**src/rtl/sram_port_arbiter.sv**
```systemverilog
// sram_port_arbiter: schedules two read clients and one write client onto a
// 2-read/1-write wordline decoder. The write shares decoder slot 1 with read
// port 0; contention for slot 1 is resolved round-robin, and a read of the
// row being written in the same cycle is held off.
// Optional build macro: SRAM_ARB_STATS_EN adds a saturating count of cycles
// in which some requester was refused a grant.
module sram_port_arbiter #(
  parameter int ADDR_W = 7,
  parameter int CNT_W  = 16
) (
  input  logic              clk,
  input  logic              rst,
  input  logic              hold,
  input  logic              rd0_req,
  input  logic [ADDR_W-1:0] rd0_addr,
  output logic              rd0_gnt,
  input  logic              rd1_req,
  input  logic [ADDR_W-1:0] rd1_addr,
  output logic              rd1_gnt,
  input  logic              wr_req,
  input  logic [ADDR_W-1:0] wr_addr,
  output logic              wr_gnt,
  output logic [ADDR_W-1:0] address_1,
  output logic [ADDR_W-1:0] address_2,
  output logic [1:0]        read_enable,
  output logic              write_enable,
  output logic              rd0_on_p2,
  output logic [CNT_W-1:0]  conflict_cnt
);

  // Round-robin pointer: 0 favours rd0 on slot 1, 1 favours the write.
  logic rr;

  logic contend_p0;
  logic wr_win_p0;
  logic rd0_hz_p0;
  logic rd1_hz_p0;
  logic rd0_s1_p0;
  logic rd0_s2_p0;
  logic rd1_ok_p0;
  logic rr_flip_p0;

  // ---- p0: grant decision, purely from current requests, addresses, hold and rr
  // Decide slot ownership for this cycle; everything stays low under hold.
  always_comb begin
    contend_p0 = 1'b0;
    wr_win_p0  = 1'b0;
    rd0_hz_p0  = 1'b0;
    rd1_hz_p0  = 1'b0;
    rd0_s1_p0  = 1'b0;
    rd0_s2_p0  = 1'b0;
    rd1_ok_p0  = 1'b0;
    rr_flip_p0 = 1'b0;
    if (!hold) begin
      contend_p0 = wr_req & rd0_req;
      // The write takes slot 1 unless rd0 contends while rd0 has priority.
      wr_win_p0  = wr_req & (~rd0_req | rr);
      // A read of the row being written this cycle must wait; the write keeps its slot.
      rd0_hz_p0  = wr_win_p0 & (rd0_addr == wr_addr);
      rd1_hz_p0  = wr_win_p0 & (rd1_addr == wr_addr);
      rd1_ok_p0  = rd1_req & ~rd1_hz_p0;
      // rd0 keeps slot 1 whenever the write does not take it; otherwise it may
      // borrow slot 2, but only when rd1 is not asking for it.
      rd0_s1_p0  = rd0_req & ~wr_win_p0;
      rd0_s2_p0  = rd0_req & wr_win_p0 & ~rd1_req & ~rd0_hz_p0;
      // Hand priority over only when contention left exactly one side served.
      rr_flip_p0 = contend_p0 & (wr_win_p0 ^ (rd0_s1_p0 | rd0_s2_p0));
    end
  end

  assign rd0_gnt = rd0_s1_p0 | rd0_s2_p0;
  assign rd1_gnt = rd1_ok_p0;
  assign wr_gnt  = wr_win_p0;

  // ---- p1: registered decoder drive, one cycle after the grant
  // Load decoder slots from the granted ops; idle slots keep their address.
  always_ff @(posedge clk or posedge rst) begin
    if (rst) begin
      address_1    <= '0;
      address_2    <= '0;
      read_enable  <= 2'b00;
      write_enable <= 1'b0;
      rd0_on_p2    <= 1'b0;
      rr           <= 1'b0;
    end else begin
      if (wr_win_p0) begin
        address_1 <= wr_addr;
      end else if (rd0_s1_p0) begin
        address_1 <= rd0_addr;
      end
      if (rd1_ok_p0) begin
        address_2 <= rd1_addr;
      end else if (rd0_s2_p0) begin
        address_2 <= rd0_addr;
      end
      read_enable  <= {rd1_ok_p0 | rd0_s2_p0, rd0_s1_p0};
      write_enable <= wr_win_p0;
      rd0_on_p2    <= rd0_s2_p0;
      if (rr_flip_p0) begin
        rr <= ~rr;
      end
    end
  end

`ifdef SRAM_ARB_STATS_EN
  logic starved_p0;

  // Increment without wrapping: the counter sticks at all-ones.
  function automatic logic [CNT_W-1:0] sat_inc(input logic [CNT_W-1:0] v);
    if (v == {CNT_W{1'b1}}) begin
      return v;
    end
    return v + {{(CNT_W-1){1'b0}}, 1'b1};
  endfunction

  assign starved_p0 = ~hold & ((rd0_req & ~rd0_gnt) |
                               (rd1_req & ~rd1_gnt) |
                               (wr_req  & ~wr_gnt));

  // Count cycles in which some active requester was turned away.
  always_ff @(posedge clk or posedge rst) begin
    if (rst) begin
      conflict_cnt <= '0;
    end else if (starved_p0) begin
      conflict_cnt <= sat_inc(conflict_cnt);
    end
  end
`else
  assign conflict_cnt = '0;
`endif

endmodule
```
**config.mk**
```make
export PLATFORM = sky130hd
export DESIGN_NAME = sram_port_arbiter
export DESIGN_NICKNAME = d
export VERILOG_FILES = /design/src/rtl/sram_port_arbiter.sv
export SDC_FILE = /design/constraint.sdc
export NUM_CORES = 1
export LEC_CHECK = 0
export ABC_AREA = 1
export ABC_CLOCK_PERIOD_IN_PS = 1400
export CORE_AREA = 4 4 64 66
export CTS_BUF_LIST = sky130_fd_sc_hd__clkbuf_2
export DETAILED_ROUTE_END_ITERATION = 12
export DIE_AREA = 0 0 68 70
export GPL_TIMING_DRIVEN = 0
export PLACE_DENSITY = 0.77
export RECOVER_POWER = 100
export SLEW_MARGIN = 25
export SYNTH_ARGS = -nofsm -noshare
export SYNTH_HDL_FRONTEND = slang
export SYNTH_SLANG_ARGS = --single-unit
```
**constraint.sdc**
```tcl
create_clock -name clk -period 1.4 [get_ports clk]
set_input_delay 0.28 -clock clk [delete_from_list [all_inputs] [get_ports clk]]
set_output_delay 0.28 -clock clk [all_outputs]
set_load 0.01 [all_outputs]
```
==> summary.md, run 1 <==
| Metric | Value |
|---|---|
| Run status | `finished with violations` |
| Failing checks | `setup timing` |
| Required time of the worst setup path | `1120 ps` |
| TritonCTS clock tree | `done` |
| Row cnt | `22` |
| Worst setup margin | `-528.4 ps` |
| Overall die width | `68 um` |
| Cell Area, Synth | `between 1000 and 1500 sq um` |
| Type of the worst setup path | `flop to output pin` |
| Wire length of the first global-routing pass | `around 5.7 mm` |
| First-pass iteration count of the detailed router | `4` |
| Leakage Power | `between 1 and 1.5 nW` |
| Routed Antenna Nets | `0` |
| Clock sinks | `19` |
| Design Power | `between 0.0015 and 0.002 W` |
| Synth top area cells | `sky130_fd_sc_hd__dfrtp_1, sky130_fd_sc_hd__nand2_1, sky130_fd_sc_hd__nand3_1` |
| Mapped Cells | `169` |
| MaxCap Viol Count | `0` |
| Clock edge transition at the registers on the reported setup and hold paths | `approximately 200 ps` |
| Slew Limit Headroom | `slightly above 50%` |
| Library cell occupying the most area in the post-synthesis netlist | `sky130_fd_sc_hd__dfrtp_1` |
| Boundary Pins | `64` |
| Average instance area after synthesis | `~7.8 sq um` |
| Fraction of final layout cells sized beyond drive strength 1 | `between 20% and 30%` |
| Worst IR Drop VDD | `0.2740 mV` |
| Antenna violations before repair | `0` |
| Worst slack on hold paths | `around 250 ps` |
| Placed wire-length estimate | `about 2.6 mm` |
| Least-Margin Pin Slew | `roughly 730 ps` |
| Global-route usage over all layers | `between 15 and 20%` |
| Critical path arrival | `about 1700 ps` |
| YS warnings | `0` |
| Highest-count cells in the layout ignoring fill and taps | `sky130_fd_sc_hd__nand2_1, sky130_fd_sc_hd__buf_4, sky130_fd_sc_hd__nand3_1, sky130_fd_sc_hd__dlygate4sd2_1, sky130_fd_sc_hd__dfrtp_1` |
| Final-report hold violation count | `0` |
| Initial cell density of the core | `36.61%` |
| Pwr Density | `~760 nW/um^2` |
| Share of synthesized area occupied by flip-flops and latches | `a little over a third` |
| Residual DRC | `0` |
| Most common library cell in the layout ignoring fill and taps | `sky130_fd_sc_hd__nand2_1` |
| Sum Neg Setup Slack | `-2791 ps` |
| GR Overflow Total | `0` |
| Number of pins exceeding their max-slew limit in the final report | `0` |
| Clock H-tree levels | `1` |
| Share of the synthesized area in the top cell type | `a little over a third` |
| Library cells used by synthesis | `22` |
| Clock latency on the worst-skew pair | `~340 ps` |
| Fin crit share | `137.7%` |
| Violation count after the first detailed-route iteration | `between 50 and 60` |
| Number of hold buffers added after cts | `0` |
| Synthesis-stage register bit count | `19` |
| Clock period minus worst slack | `1928 ps` |
| Pin count of the biggest net entering global routing | `20` |
| Critical Path End Type | `output pin` |
| Max clock buf depth | `2` |
| Number of I/O port buffers | `47` |
| Setup violators final | `12` |
| Setup skew after layout | `around 4.4 ps` |
| Timing-limited maximum frequency | `between 500 and 600 MHz` |
| Vias in the first global route | `between 1000 and 1500` |
| Number of antenna cells inserted | `0` |
| Drt total wl | `roughly 3.7 mm` |
| Core Region | `between 3000 and 4000 sq um` |
| Synth-to-Final Area Change | `67.81%` |
| Final Net Count | `285` |
| Total CTS buffers | `3` |
| Average wire per cell in the routed design | `~12 um` |
| Vias per Instance | `4.508` |
| Height of the die | `roughly 70 um` |
| Clock tree root driver cell | `sky130_fd_sc_hd__clkbuf_2` |
| Unrepaired setup endpoints after global routing | `yes` |
| Die area | `roughly 4800 sq um` |
| Min-delay worst type | `input pin to flop` |
| Sort of element at the start of the critical path | `flop` |
| Total number of vias | `1375` |
| Highest fanout seen on the critical path | `2` |
| Routability-driven placement congestion ratio | `0.8182` |
worst max-delay path: stages (launching register included):
cell                       delay, ps
sky130_fd_sc_hd__dfrtp_1         410
sky130_fd_sc_hd__inv_2            60
sky130_fd_sc_hd__a21boi_4        160
sky130_fd_sc_hd__buf_6           130
sky130_fd_sc_hd__nand2_4          50
sky130_fd_sc_hd__nor2_4          140
sky130_fd_sc_hd__nand2_4          80
sky130_fd_sc_hd__nand2_8          70
sky130_fd_sc_hd__buf_12          100
sky130_fd_sc_hd__inv_4            20
sky130_fd_sc_hd__buf_6           100
power by group:
part	leakage [nW]	switching, W	internal, W	total (W)
registers	0.238	0.0000430	0.000634	0.000677
clock network	0.0164	0.000195	0.0000646	0.000260
logic	0.977	0.000351	0.000392	0.000743
total	1.23	0.000589	0.00109	0.00168
stage by stage:
| stage | cell area (sq um) | utilization [%] | cells | worst slack [ps] |
|---|---|---|---|---|
| 2_1_floorplan | 1366 | - | 184 | 44.82 |
| 3_3_place_gp | 1897 | 53.01 | 279 | -994.9 |
| 3_5_place_dp | 1897 | 53.01 | 279 | -1025 |
| 4_1_cts | 2002 | 55.94 | 297 | -499.4 |
| 5_1_grt | 2198 | 61.43 | 305 | -601.7 |
| 6_report | 2198 | 61.43 | 305 | -528.4 |
Yosys cell counts:
| cell | instances |
|---|---|
| sky130_fd_sc_hd__xnor2_1 | 10 |
| sky130_fd_sc_hd__buf_12 | 1 |
| sky130_fd_sc_hd__nand2_1 | 58 |
| sky130_fd_sc_hd__nand4_1 | 1 |
| sky130_fd_sc_hd__nor2_1 | 3 |
| sky130_fd_sc_hd__nor2_2 | 1 |
| sky130_fd_sc_hd__nand2_8 | 1 |
| sky130_fd_sc_hd__dfrtp_1 | 19 |
| sky130_fd_sc_hd__inv_2 | 7 |
| sky130_fd_sc_hd__conb_1 | 1 |
| sky130_fd_sc_hd__buf_4 | 16 |
| sky130_fd_sc_hd__o211ai_1 | 3 |
| sky130_fd_sc_hd__nand2_2 | 4 |
| sky130_fd_sc_hd__clkbuf_1 | 1 |
| sky130_fd_sc_hd__nand3_1 | 26 |
| sky130_fd_sc_hd__nand2_4 | 2 |
| sky130_fd_sc_hd__a21boi_4 | 1 |
| sky130_fd_sc_hd__inv_1 | 9 |
| sky130_fd_sc_hd__nor3_2 | 1 |
| sky130_fd_sc_hd__xor2_1 | 1 |
| sky130_fd_sc_hd__nand3_4 | 1 |
| sky130_fd_sc_hd__nor2_4 | 2 |
worst paths after layout:
path	from	endpoint	slack, ps	cells after the start
hold / removal	rd0_addr[3]	address_1[3]	250	3
setup / recovery	rr	rd1_gnt	-530	10
hold reg to reg	address_2[2]	address_2[2]	530	2
min in group asynchronous	rst	rd0_on_p2	460	2
max in group asynchronous	rst	address_1[0]	480	2
setup reg to reg	rr	address_2[3]	-180	12
layout make-up:
cell class | count | area, sq um
Multi-Input combinational cell | 131 | 740.7
Inverter | 16 | 72.57
Clock buffer | 3 | 15.01
Clock inverter | 1 | 5.005
Fill cell | 324 | 1380
Timing Repair Buffer | 69 | 681.9
Tap cell | 48 | 60.06
Buffer | 18 | 147.6
Sequential cell | 19 | 475.5
sequential cells by signal, indices dropped and copies added, names as in the netlist:
register      flops
read_enable       2
rr                1
rd0_on_p2         1
write_enable      1
address_2         7
address_1         7
timing repair:
action	in CTS	in global routing
buffers inserted	14	8
cloned	0	1
pin swaps	7	6
gates resized for setup	44	30
endpoints found under the setup margin	35	20
kinds of logic (layout without fill, tap and decap cells):
group	count (synthesis)	count (layout)	synth area share, %
AO/OA/AOI/OAI	4	4	3.152
XOR/XNOR	11	11	7.354
buffers and inverters	34	107	15.57
flip-flops	19	19	36.29
other	1	16	0.2863
AND/OR/NAND/NOR	100	100	37.34
per-layer routing:
layer / up-vias / GRT usage (%) / wire [um] / share of wire (%)
met5: - / 0 / 0 / 0
met4: 0 / 6.623 / 77 / 2.1
met3: 5 / 2.572 / 372 / 10
met2: 65 / 26.02 / 1733 / 47
met1: 623 / 19.96 / 1506 / 41
li1: 682 / - / - / -
Power figures use the tool's default switching activity.
==> run 2, diff against run 1 <==
Settings changed: CORE_AREA 4 4 64 66 to 4 4 53 55, DIE_AREA 0 0 68 70 to 0 0 57 59, DONT_BUFFER_PORTS set to 1, PLACE_DENSITY 0.77 to 0.74.
==> summary.md, run 2 (synthesized netlist as in run 1, its figures left out) <==
| Metric | Value |
|---|---|
| Fin crit share | `121.9%` |
| Most common library cell in the layout ignoring fill and taps | `sky130_fd_sc_hd__nand2_1` |
| Core Region | `~2400 sq um` |
| Die area | `around 3400 sq um` |
| Slew Limit Headroom | `~50%` |
| Placed Cells incl. Taps | `approximately 210` |
| Worst IR Drop VDD | `0.5091 mV` |
| Type of the worst setup path | `flop to output pin` |
| Highest fanout seen on the critical path | `3` |
| Clock sinks | `19` |
| TritonCTS clock tree | `done` |
| Fraction of power spent switching nets | `between 30% and 40%` |
| Total number of vias | `1074` |
| Failing checks | `setup timing` |
| Number of cells in the finished layout apart from fillers | `around 230` |
| Global-route usage over all layers | `18.50%` |
| GR Overflow Total | `0` |
| Internal Pwr Total | `about 0.00087 W` |
| Pwr Density | `just under 900 nW/um^2` |
| Setup violators final | `10` |
| Worst-path cell chain | `inv_2 -> a21boi_4 -> nand2_2 -> nor2_4 -> nand2_4 -> nand2_8 -> buf_12 -> inv_6` |
| Leakage Power | `about 0.83 nW` |
| Number of antenna cells inserted | `0` |
| Required time of the worst setup path | `approximately 1100 ps` |
| Overall die width | `around 57 um` |
| Design Power | `approximately 0.0013 W` |
| Row cnt | `18` |
| Cell type group with the largest total delay on the critical path | `flip-flops` |
| Final Net Count | `about 220` |
| Fraction of final layout cells sized beyond drive strength 1 | `26.67%` |
| Violation count after the first detailed-route iteration | `29` |
| Buffers plus inverters on the worst setup path | `3` |
| Routability-driven placement congestion ratio | `between 0.8 and 0.9` |
| Average wire per cell in the routed design | `between 10 and 15 um` |
| Largest registers in the final layout | `address_1 x7, address_2 x7, read_enable x2` |
| Unrepaired setup endpoints after global routing | `yes` |
| Proportion of power drawn by the clock network | `about 18%` |
| Slowest-stage cell, CP | `sky130_fd_sc_hd__dfrtp_1` |
| Highest-count cells in the layout ignoring fill and taps | `sky130_fd_sc_hd__nand2_1, sky130_fd_sc_hd__nand3_1, sky130_fd_sc_hd__buf_4, sky130_fd_sc_hd__dfrtp_1, sky130_fd_sc_hd__conb_1` |
| Max clock buf depth | `2` |
| Number of I/O port buffers | `0` |
| Clock tree root driver cell | `sky130_fd_sc_hd__clkbuf_2` |
| Setup skew after layout | `between 0.9 and 1 ps` |
| Drt total wl | `~2.9 mm` |
| Post-place setup slack | `-96.70 ps` |
| Sequential cell fraction of total power | `between 50% and 60%` |
| Number of fill cells in the layout | `228` |
| Final-report hold violation count | `0` |
| Critical path arrival | `about 1400 ps` |
| Worst setup margin | `-307.3 ps` |
| Critical Path End Type | `output pin` |
| Timing-limited maximum frequency | `585.7 MHz` |
| First-pass iteration count of the detailed router | `4` |
| Worst slack on hold paths | `108.9 ps` |
| Run status | `finished with violations` |
| Sort of element at the start of the critical path | `flop` |
| Vias in the first global route | `1112` |
| MaxCap Viol Count | `0` |
| Clock latency on the worst-skew pair | `290 ps` |
| Vias per Instance | `about 4.8` |
| Initial cell density of the core | `between 50% and 60%` |
| Wire length of the first global-routing pass | `4.864 mm` |
| Boundary Pins | `64` |
| Residual DRC | `0` |
| Critical path's largest stage delay | `~400 ps` |
| Clock edge transition at the registers on the reported setup and hold paths | `between 150 and 200 ps` |
| Worst R2R Setup Slack | `-80 ps` |
| Min-delay worst type | `input pin to flop` |
| Clock period minus worst slack | `between 1500 and 2000 ps` |
| Pin count of the biggest net entering global routing | `20` |
| Clock H-tree levels | `1` |
| Number of pins exceeding their max-slew limit in the final report | `0` |
| Total CTS buffers | `3` |
| Synth-to-Final Area Change | `16.05%` |
| Routed Antenna Nets | `0` |
| Height of the die | `59 um` |
| Sum Neg Setup Slack | `-1262 ps` |
| Reported net switching power | `approximately 0.00045 W` |
| Gate power share | `27.3%` |
| Least-Margin Pin Slew | `730.8 ps` |
| Antenna violations before repair | `0` |
| Placed wire-length estimate | `2.363 mm` |
## run 2: changes by cell type in the layout (fill, tap and decap cells not counted), sizes merged
cell           change
buf               -18
clkdlybuf4s50     -14
clkinv             -1
dlygate4sd2       -24
dlymetal6s2s       -5
## run 2: per-stage QoR
stage,util [%],area (sq um)
2_1_floorplan,-,1366
3_3_place_gp,58.80,1404
3_5_place_dp,58.80,1404
4_1_cts,63.05,1505
5_1_grt,63.68,1520
6_report,63.68,1520
## run 2: layout make-up
cell class | instances | area (sq um) | area share [%]
plain buffers | 18 | 147.6 | 9.712
inverters | 16 | 67.56 | 4.444
multi-input cells | 131 | 709.4 | 46.67
flip-flops and latches | 19 | 475.5 | 31.28
clock buffers | 4 | 20.02 | 1.317
repair buffers | 7 | 62.56 | 4.115
well taps | 30 | 37.54 | 2.469
## run 2: per-layer routing
metal	vias to the layer above	wire, um	global-route usage, %
li1	548	-	-
met1	481	1106	20.25
met2	43	1519	34.09
met3	2	299	6.318
met4	0	12	4.967
met5	-	0	0
## run 2: worst paths after layout
kind | from | end | cells past startpoint
hold / removal | wr_addr[2] | address_1[2] | 2
min in group asynchronous | rst | rd0_on_p2 | 2
setup reg to reg | rr | address_2[4] | 9
max in group asynchronous | rst | address_2[5] | 2
setup / recovery | rr | rd1_gnt | 8
hold reg to reg | rr | rr | 2
## run 2: power by group through the flow
stage          clock [W]  sequential (W)  combinational (W)
3_3_place_gp           0        0.000743           0.000315
3_5_place_dp           0        0.000744           0.000326
6_report        0.000234        0.000728           0.000361
2_1_floorplan          0        0.000727           0.000286
5_1_grt         0.000287        0.000740           0.000406
4_1_cts         0.000251        0.000732           0.000350
## run 2: worst reg2reg max path, stage by stage (launching register included)
cell	delay (ps)
sky130_fd_sc_hd__dfrtp_1	400
sky130_fd_sc_hd__inv_2	60
sky130_fd_sc_hd__a21boi_4	200
sky130_fd_sc_hd__inv_2	80
sky130_fd_sc_hd__nor3_4	180
sky130_fd_sc_hd__nand3_4	110
sky130_fd_sc_hd__buf_4	200
sky130_fd_sc_hd__nand2_8	100
sky130_fd_sc_hd__nand2_1	60
sky130_fd_sc_hd__nand2_1	50
## run 2: what timing repair did
action / 4_1_cts / 5_1_grt
gates resized for setup: 9 / 8
endpoints found under the setup margin: 10 / 18
cloned: 0 / 0
buffers inserted: 5 / 3
pin swaps: 4 / 1
hold buffers: 1 / 0
endpoints found under the hold margin: 19 / 0
